$ cat src/rtl/chroma_key_pipe.sv
// chroma_key_pipe: four-stage pipelined chroma-key stage with frame-latched
// configuration, mask/replace output modes and a per-frame keyed-pixel count.
module chroma_key_pipe #(
  parameter int                DW         = 8,
  parameter int                CNT_W      = 20,
  parameter logic [3*DW-1:0]   THRESH_RST = (3*DW)'(82906)
) (
  input  logic              clk,
  input  logic              rst_n,
  input  logic              in_valid,
  input  logic              in_sof,
  input  logic              in_eof,
  input  logic [DW-1:0]     in_r,
  input  logic [DW-1:0]     in_g,
  input  logic [DW-1:0]     in_b,
  input  logic [1:0]        cfg_key_ch,
  input  logic [1:0]        cfg_mode,
  input  logic [3*DW-1:0]   cfg_thresh,
  input  logic [DW-1:0]     cfg_repl_r,
  input  logic [DW-1:0]     cfg_repl_g,
  input  logic [DW-1:0]     cfg_repl_b,
  output logic              out_valid,
  output logic              out_sof,
  output logic              out_eof,
  output logic [DW-1:0]     out_r,
  output logic [DW-1:0]     out_g,
  output logic [DW-1:0]     out_b,
  output logic              out_key,
  output logic [CNT_W-1:0]  frame_key_count,
  output logic              count_valid
);

  // Everything a pixel needs besides its score travels with it in one bundle,
  // so a config change can never split one pixel's evaluation.
  typedef struct packed {
    logic            sof;
    logic            eof;
    logic [DW-1:0]   r;
    logic [DW-1:0]   g;
    logic [DW-1:0]   b;
    logic [1:0]      mode;
    logic [3*DW-1:0] thresh;
    logic [DW-1:0]   repl_r;
    logic [DW-1:0]   repl_g;
    logic [DW-1:0]   repl_b;
  } side_t;

  logic              cap;
  logic [1:0]        key_ch_d, key_ch_q;
  logic [1:0]        mode_d, mode_q;
  logic [3*DW-1:0]   thresh_d, thresh_q;
  logic [DW-1:0]     repl_r_d, repl_r_q, repl_g_d, repl_g_q, repl_b_d, repl_b_q;

  side_t             side0_d, side0_q, side1_q, side2_q, side3_q;
  logic [1:0]        kch0_q;
  logic              v0_q, v1_q, v2_q, v3_q;

  logic [DW-1:0]     k_s1, a_s1, b_s1;
  logic [DW:0]       d1_d, d2_d, d1_q, d2_q;
  logic              pos_d, pos1_q, pos2_q;
  logic [DW-1:0]     k1_q, d2lo2_q;
  logic [2*DW-1:0]   p1_d, p1_q;
  logic [3*DW-1:0]   score_d, score_q;

  logic              key_d;
  logic [DW-1:0]     pix_r_d, pix_g_d, pix_b_d;
  logic [CNT_W-1:0]  run_d, run_q, base_cnt, inc_cnt, fkc_d;
  logic              cv_d;

  assign cap = in_valid && in_sof;

  // A valid sof pixel uses the live config; every other pixel uses the shadow copy.
  always_comb begin
    key_ch_d = cap ? cfg_key_ch : key_ch_q;
    mode_d   = cap ? cfg_mode   : mode_q;
    thresh_d = cap ? cfg_thresh : thresh_q;
    repl_r_d = cap ? cfg_repl_r : repl_r_q;
    repl_g_d = cap ? cfg_repl_g : repl_g_q;
    repl_b_d = cap ? cfg_repl_b : repl_b_q;
  end

  // Shadow config registers, latched on a valid start-of-frame pixel.
  always_ff @(posedge clk) begin
    if (!rst_n) begin
      key_ch_q <= 2'd1;
      mode_q   <= 2'd0;
      thresh_q <= THRESH_RST;
      repl_r_q <= '0;
      repl_g_q <= '0;
      repl_b_q <= '0;
    end else begin
      key_ch_q <= key_ch_d;
      mode_q   <= mode_d;
      thresh_q <= thresh_d;
      repl_r_q <= repl_r_d;
      repl_g_q <= repl_g_d;
      repl_b_q <= repl_b_d;
    end
  end

  // Bundle the incoming pixel with its framing (ignored on bubbles) and config.
  always_comb begin
    side0_d.sof    = in_valid && in_sof;
    side0_d.eof    = in_valid && in_eof;
    side0_d.r      = in_r;
    side0_d.g      = in_g;
    side0_d.b      = in_b;
    side0_d.mode   = mode_d;
    side0_d.thresh = thresh_d;
    side0_d.repl_r = repl_r_d;
    side0_d.repl_g = repl_g_d;
    side0_d.repl_b = repl_b_d;
  end

  // Pick the key channel and the two remaining channels in R,G,B order.
  always_comb begin
    k_s1 = side0_q.g;
    a_s1 = side0_q.r;
    b_s1 = side0_q.b;
    case (kch0_q)
      2'd0: begin
        k_s1 = side0_q.r;
        a_s1 = side0_q.g;
        b_s1 = side0_q.b;
      end
      2'd2: begin
        k_s1 = side0_q.b;
        a_s1 = side0_q.r;
        b_s1 = side0_q.g;
      end
      default: ;
    endcase
    d1_d  = {1'b0, k_s1} - {1'b0, a_s1};
    d2_d  = {1'b0, k_s1} - {1'b0, b_s1};
    pos_d = !d1_d[DW] && (d1_d != '0) && !d2_d[DW] && (d2_d != '0);
  end

  // Partial and full products; widths are chosen so neither product can wrap.
  always_comb begin
    p1_d    = {{DW{1'b0}}, k1_q} * {{DW{1'b0}}, d1_q[DW-1:0]};
    score_d = pos2_q ? ({{DW{1'b0}}, p1_q} * {{(2*DW){1'b0}}, d2lo2_q}) : '0;
  end

  // Pipeline valid bits; in-flight pixels are dropped on reset.
  always_ff @(posedge clk) begin
    if (!rst_n) begin
      v0_q <= 1'b0;
      v1_q <= 1'b0;
      v2_q <= 1'b0;
      v3_q <= 1'b0;
    end else begin
      v0_q <= in_valid;
      v1_q <= v0_q;
      v2_q <= v1_q;
      v3_q <= v2_q;
    end
  end

  // Pipeline data registers; contents only matter while the matching valid is set.
  always_ff @(posedge clk) begin
    side0_q <= side0_d;
    kch0_q  <= key_ch_d;
    side1_q <= side0_q;
    k1_q    <= k_s1;
    d1_q    <= d1_d;
    d2_q    <= d2_d;
    pos1_q  <= pos_d;
    side2_q <= side1_q;
    p1_q    <= p1_d;
    d2lo2_q <= d2_q[DW-1:0];
    pos2_q  <= pos1_q;
    side3_q <= side2_q;
    score_q <= score_d;
  end

  // Keying decision, output pixel selection and the running keyed-pixel count.
  always_comb begin
    key_d   = v3_q && (score_q > side3_q.thresh) &&
              ((side3_q.mode == 2'd1) || (side3_q.mode == 2'd2));
    pix_r_d = out_r;
    pix_g_d = out_g;
    pix_b_d = out_b;
    if (v3_q) begin
      case (side3_q.mode)
        2'd1: begin
          pix_r_d = key_d ? side3_q.repl_r : side3_q.r;
          pix_g_d = key_d ? side3_q.repl_g : side3_q.g;
          pix_b_d = key_d ? side3_q.repl_b : side3_q.b;
        end
        2'd2: begin
          pix_r_d = {DW{key_d}};
          pix_g_d = {DW{key_d}};
          pix_b_d = {DW{key_d}};
        end
        default: begin
          pix_r_d = side3_q.r;
          pix_g_d = side3_q.g;
          pix_b_d = side3_q.b;
        end
      endcase
    end
    base_cnt = side3_q.sof ? '0 : run_q;
    inc_cnt  = (key_d && (base_cnt != '1)) ? base_cnt + 1'b1 : base_cnt;
    run_d    = run_q;
    fkc_d    = frame_key_count;
    cv_d     = 1'b0;
    if (v3_q) begin
      if (side3_q.eof) begin
        fkc_d = inc_cnt;
        cv_d  = 1'b1;
        run_d = '0;
      end else begin
        run_d = inc_cnt;
      end
    end
  end

  // Output registers and frame statistics.
  always_ff @(posedge clk) begin
    if (!rst_n) begin
      out_valid       <= 1'b0;
      out_sof         <= 1'b0;
      out_eof         <= 1'b0;
      out_key         <= 1'b0;
      out_r           <= '0;
      out_g           <= '0;
      out_b           <= '0;
      frame_key_count <= '0;
      count_valid     <= 1'b0;
      run_q           <= '0;
    end else begin
      out_valid       <= v3_q;
      out_sof         <= v3_q && side3_q.sof;
      out_eof         <= v3_q && side3_q.eof;
      out_key         <= key_d;
      out_r           <= pix_r_d;
      out_g           <= pix_g_d;
      out_b           <= pix_b_d;
      frame_key_count <= fkc_d;
      count_valid     <= cv_d;
      run_q           <= run_d;
    end
  end

endmodule

$ cat config.mk
export PLATFORM = sky130hd
export DESIGN_NAME = chroma_key_pipe
export DESIGN_NICKNAME = d
export VERILOG_FILES = /design/src/rtl/chroma_key_pipe.sv
export SDC_FILE = /design/constraint.sdc
export NUM_CORES = 1
export LEC_CHECK = 0
export CAP_MARGIN = 20
export CORE_MARGIN = 2
export CORE_UTILIZATION = 50
export CTS_CLUSTER_DIAMETER = 50
export CTS_CLUSTER_SIZE = 24
export DETAILED_ROUTE_END_ITERATION = 16
export MAX_ROUTING_LAYER = met4
export PLACE_DENSITY = 0.67
export SLEW_MARGIN = 20
export SYNTH_ARGS = -nofsm -noshare
export SYNTH_HDL_FRONTEND = slang
export SYNTH_SLANG_ARGS = --single-unit
$ cat constraint.sdc
create_clock -name clk -period 5.5 [get_ports clk]
set_input_delay 0.825 -clock clk [delete_from_list [all_inputs] [get_ports clk]]
set_output_delay 0.825 -clock clk [all_outputs]
set_load 0.005 [all_outputs]
==> impl_metrics.tcl <==
set metrics [dict create \
    ys_seq_area_share_pct 49.1 \
    slew_violations 0 \
    netlist_instances 1882 \
    vias_per_cell 5.04 \
    synth-main-ff-cell "dfxtp_1" \
    worstSetupStartpointType "register" \
    mostFrequentLayoutCells "505 x dfxtp_1, 221 x inv_1, 183 x and2_1" \
    grtUsageTotal_pct 19.9 \
    crit_type "register to register" \
    die_area_sq_um 42900 \
    first_iter_violations 571 \
    crit_path_end_kind "register" \
    crit_path_start "d2lo2_q[4]$_DFF_P_" \
    wl_per_cell_um 15.9 \
    worst-r2r-setup-slack_ns 0.42 \
    cp-endpoint "score_q[22]$_SDFF_PN0_" \
    nNetsFinal 2336 \
    synth-async-reset-ratio_pct 0 \
    htree_levels 2 \
    gp_congestion 0.861 \
    grt_overflow 0 \
    cap_viol_max_count 0 \
    rr_endpoint "score_q[22]$_SDFF_PN0_" \
    synth_edf_count 0 \
    num_vias 13000 \
    skew_ns 0.0233 \
    setup_viol_count_final 0 \
    fmax_mhz 197 \
    finalCritPeriodShare_pct 92.3 \
    syn_nets 2208 \
    avgSynthCellArea_sq_um 10.9 \
    insertion_delay_ns 0.58 \
    final-hold-violation-count 0 \
    worst_pin_slew_ns 1.05 \
    required_ns 5.96 \
    core_area_sq_um 40700 \
    grt_pass1_vias 12900 \
    reg2reg_depth 16 \
    drive_above_1_share_pct 7.79 \
    ys_types 60 \
    die_w_um 207 \
    numCtsBuffers 39 \
    core.rowCount 74 \
    synth_seq_cells 505 \
    crit_fanout 16 \
    grt_max_degree 47 \
    synth.area.top_cells "dfxtp_1 49%, fa_1 12%, ha_1 7.5%, and2_1 5.6%, inv_1 4.0%" \
    yosysTopAreaCellShare_pct 49.1 \
    numPortBuffers 129 \
    postRouteWirelength_um 40800 \
    yosys.area.top_type "dfxtp_1" \
    clk_pin_slew_worst_paths_ns 0.09 \
    drtAntennaViolNets 0 \
    drcViolationCount 0 \
    cts_buffer_depth 3 \
    status "complete, no violations" \
    slew_headroom_pct 30.1 \
    ys_warn_count 0 \
    die_y_um 207 \
    grt_pass1_wl_um 67000 \
    r2r-start "d2lo2_q[4]$_DFF_P_" \
    pin_count 130 \
    post-cts-setup-buffers 0 \
    cts_tree "yes" \
    postCtsHoldBufs 0 \
    firstDrtPassIters 5 \
    synthToLayoutAreaGrowth_pct 16.0 \
    mostFrequentLayoutCell "dfxtp_1" \
    dp_hpwl_um 30400 \
    rsz0062_at_grt "no" \
    setup_tns_ns 0 \
    cts_resized 0 \
    clock-sinks 505 \
    antenna_found_initial 1 \
    synth_area_sq_um 20600 \
    hold_class "register to register" \
    worstPathArrival_ns 5.54 \
    fin_crit_ns 5.08 \
    initial_core_util_pct 50.6 \
    clockRootBuffer "clkbuf_16" \
]
-- critical path, stage by stage (launching register included) --
cell and delay, ns:
dfxtp_1 0.70, nand2_1 0.17, fa_1 0.56, inv_1 0.06
fa_1 0.47, fa_1 0.55, inv_1 0.05, fa_1 0.53
inv_1 0.04, ha_1 0.35, and3_1 0.21, o2111ai_1 0.19
a211oi_1 0.46, nor3_1 0.12, o31ai_1 0.30, xnor2_1 0.15
nor2_1 0.05
-- flip-flops by register name, summed over array words and instances (netlist names), 16 cells and up --
register and flops:
side3_q 76, score_q 24, p1_q 16, side0_q 76
frame_key_count 20, side2_q 76, run_q 20, thresh_q 24
side1_q 76
-- kinds of logic (layout without fill, tap and decap cells) --
logic type | after synthesis | after routing | share of synthesized area, %
flops | 505 | 505 | 49.1
simple gates | 482 | 482 | 12.3
buf+inv | 271 | 429 | 5.00
compound gates | 252 | 252 | 8.08
fa+ha+maj | 245 | 245 | 19.3
mux | 78 | 78 | 4.13
xor+xnor | 49 | 49 | 2.08
other cells | 0 | 1 | 0
-- worst min path at each step --
stage	startpoint	end	slack, ns	cells past startpoint
6_report	side1_q[11]$_DFF_P_	side2_q[11]$_DFF_P_	0.32	0
5_1_grt	side1_q[53]$_DFF_P_	side2_q[53]$_DFF_P_	0.32	0
4_1_cts	side0_q[17]$_DFF_P_	side1_q[17]$_DFF_P_	0.32	0
3_5_place_dp	side0_q[10]$_DFF_P_	side1_q[10]$_DFF_P_	0.31	0
3_3_place_gp	side1_q[17]$_DFF_P_	side2_q[17]$_DFF_P_	0.31	0
2_1_floorplan	d2_q[0]$_DFF_P_	d2lo2_q[0]$_DFF_P_	0.31	0
-- cells in the mapped netlist, types with 22 or more instances --
master / instances
o21ai_0: 59
mux2i_1: 22
nor2_1: 67
mux2_2: 56
dfxtp_1: 505
ha_1: 123
a21oi_1: 78
and2_1: 183
a221o_1: 22
xnor2_1: 33
fa_1: 122
nand2_1: 117
clkbuf_1: 42
inv_1: 221
-- metal layers --
layer | track usage (%) | up-vias | share of wire [%]
met5 | - | - | 0
met1 | 26.1 | 6307 | 45
met4 | 6.01 | 0 | 2.3
met3 | 3.37 | 58 | 4.3
li1 | - | 6383 | -
met2 | 31.7 | 224 | 48
-- metrics by stage --
stage	setup WS, ns	hold slack [ns]	util [%]	area [sq um]	instances
global route	0.0599	0.324	58.7	23900	2573
CTS	0.413	0.320	58.6	23900	2572
global placement	0.497	0.310	55.0	22400	2501
detailed placement	0.431	0.312	55.0	22400	2501
floorplan	0.818	0.310	-	20600	1882
finish	0.424	0.322	58.7	23900	2573
-- final cells by class --
cell class	instances	area [sq um]
Tap cell	532	666
Inverter	222	833
Antenna cell	1	2.50
Clock inverter	25	383
Timing Repair Buffer	136	1340
Clock buffer	46	1070
Fill cell	3449	16800
Sequential cell	505	10100
Multi-Input combinational cell	1106	9490
Power is not shown: default switching activity piles up to over one toggle a cycle in this logic, so the estimate is an artifact.
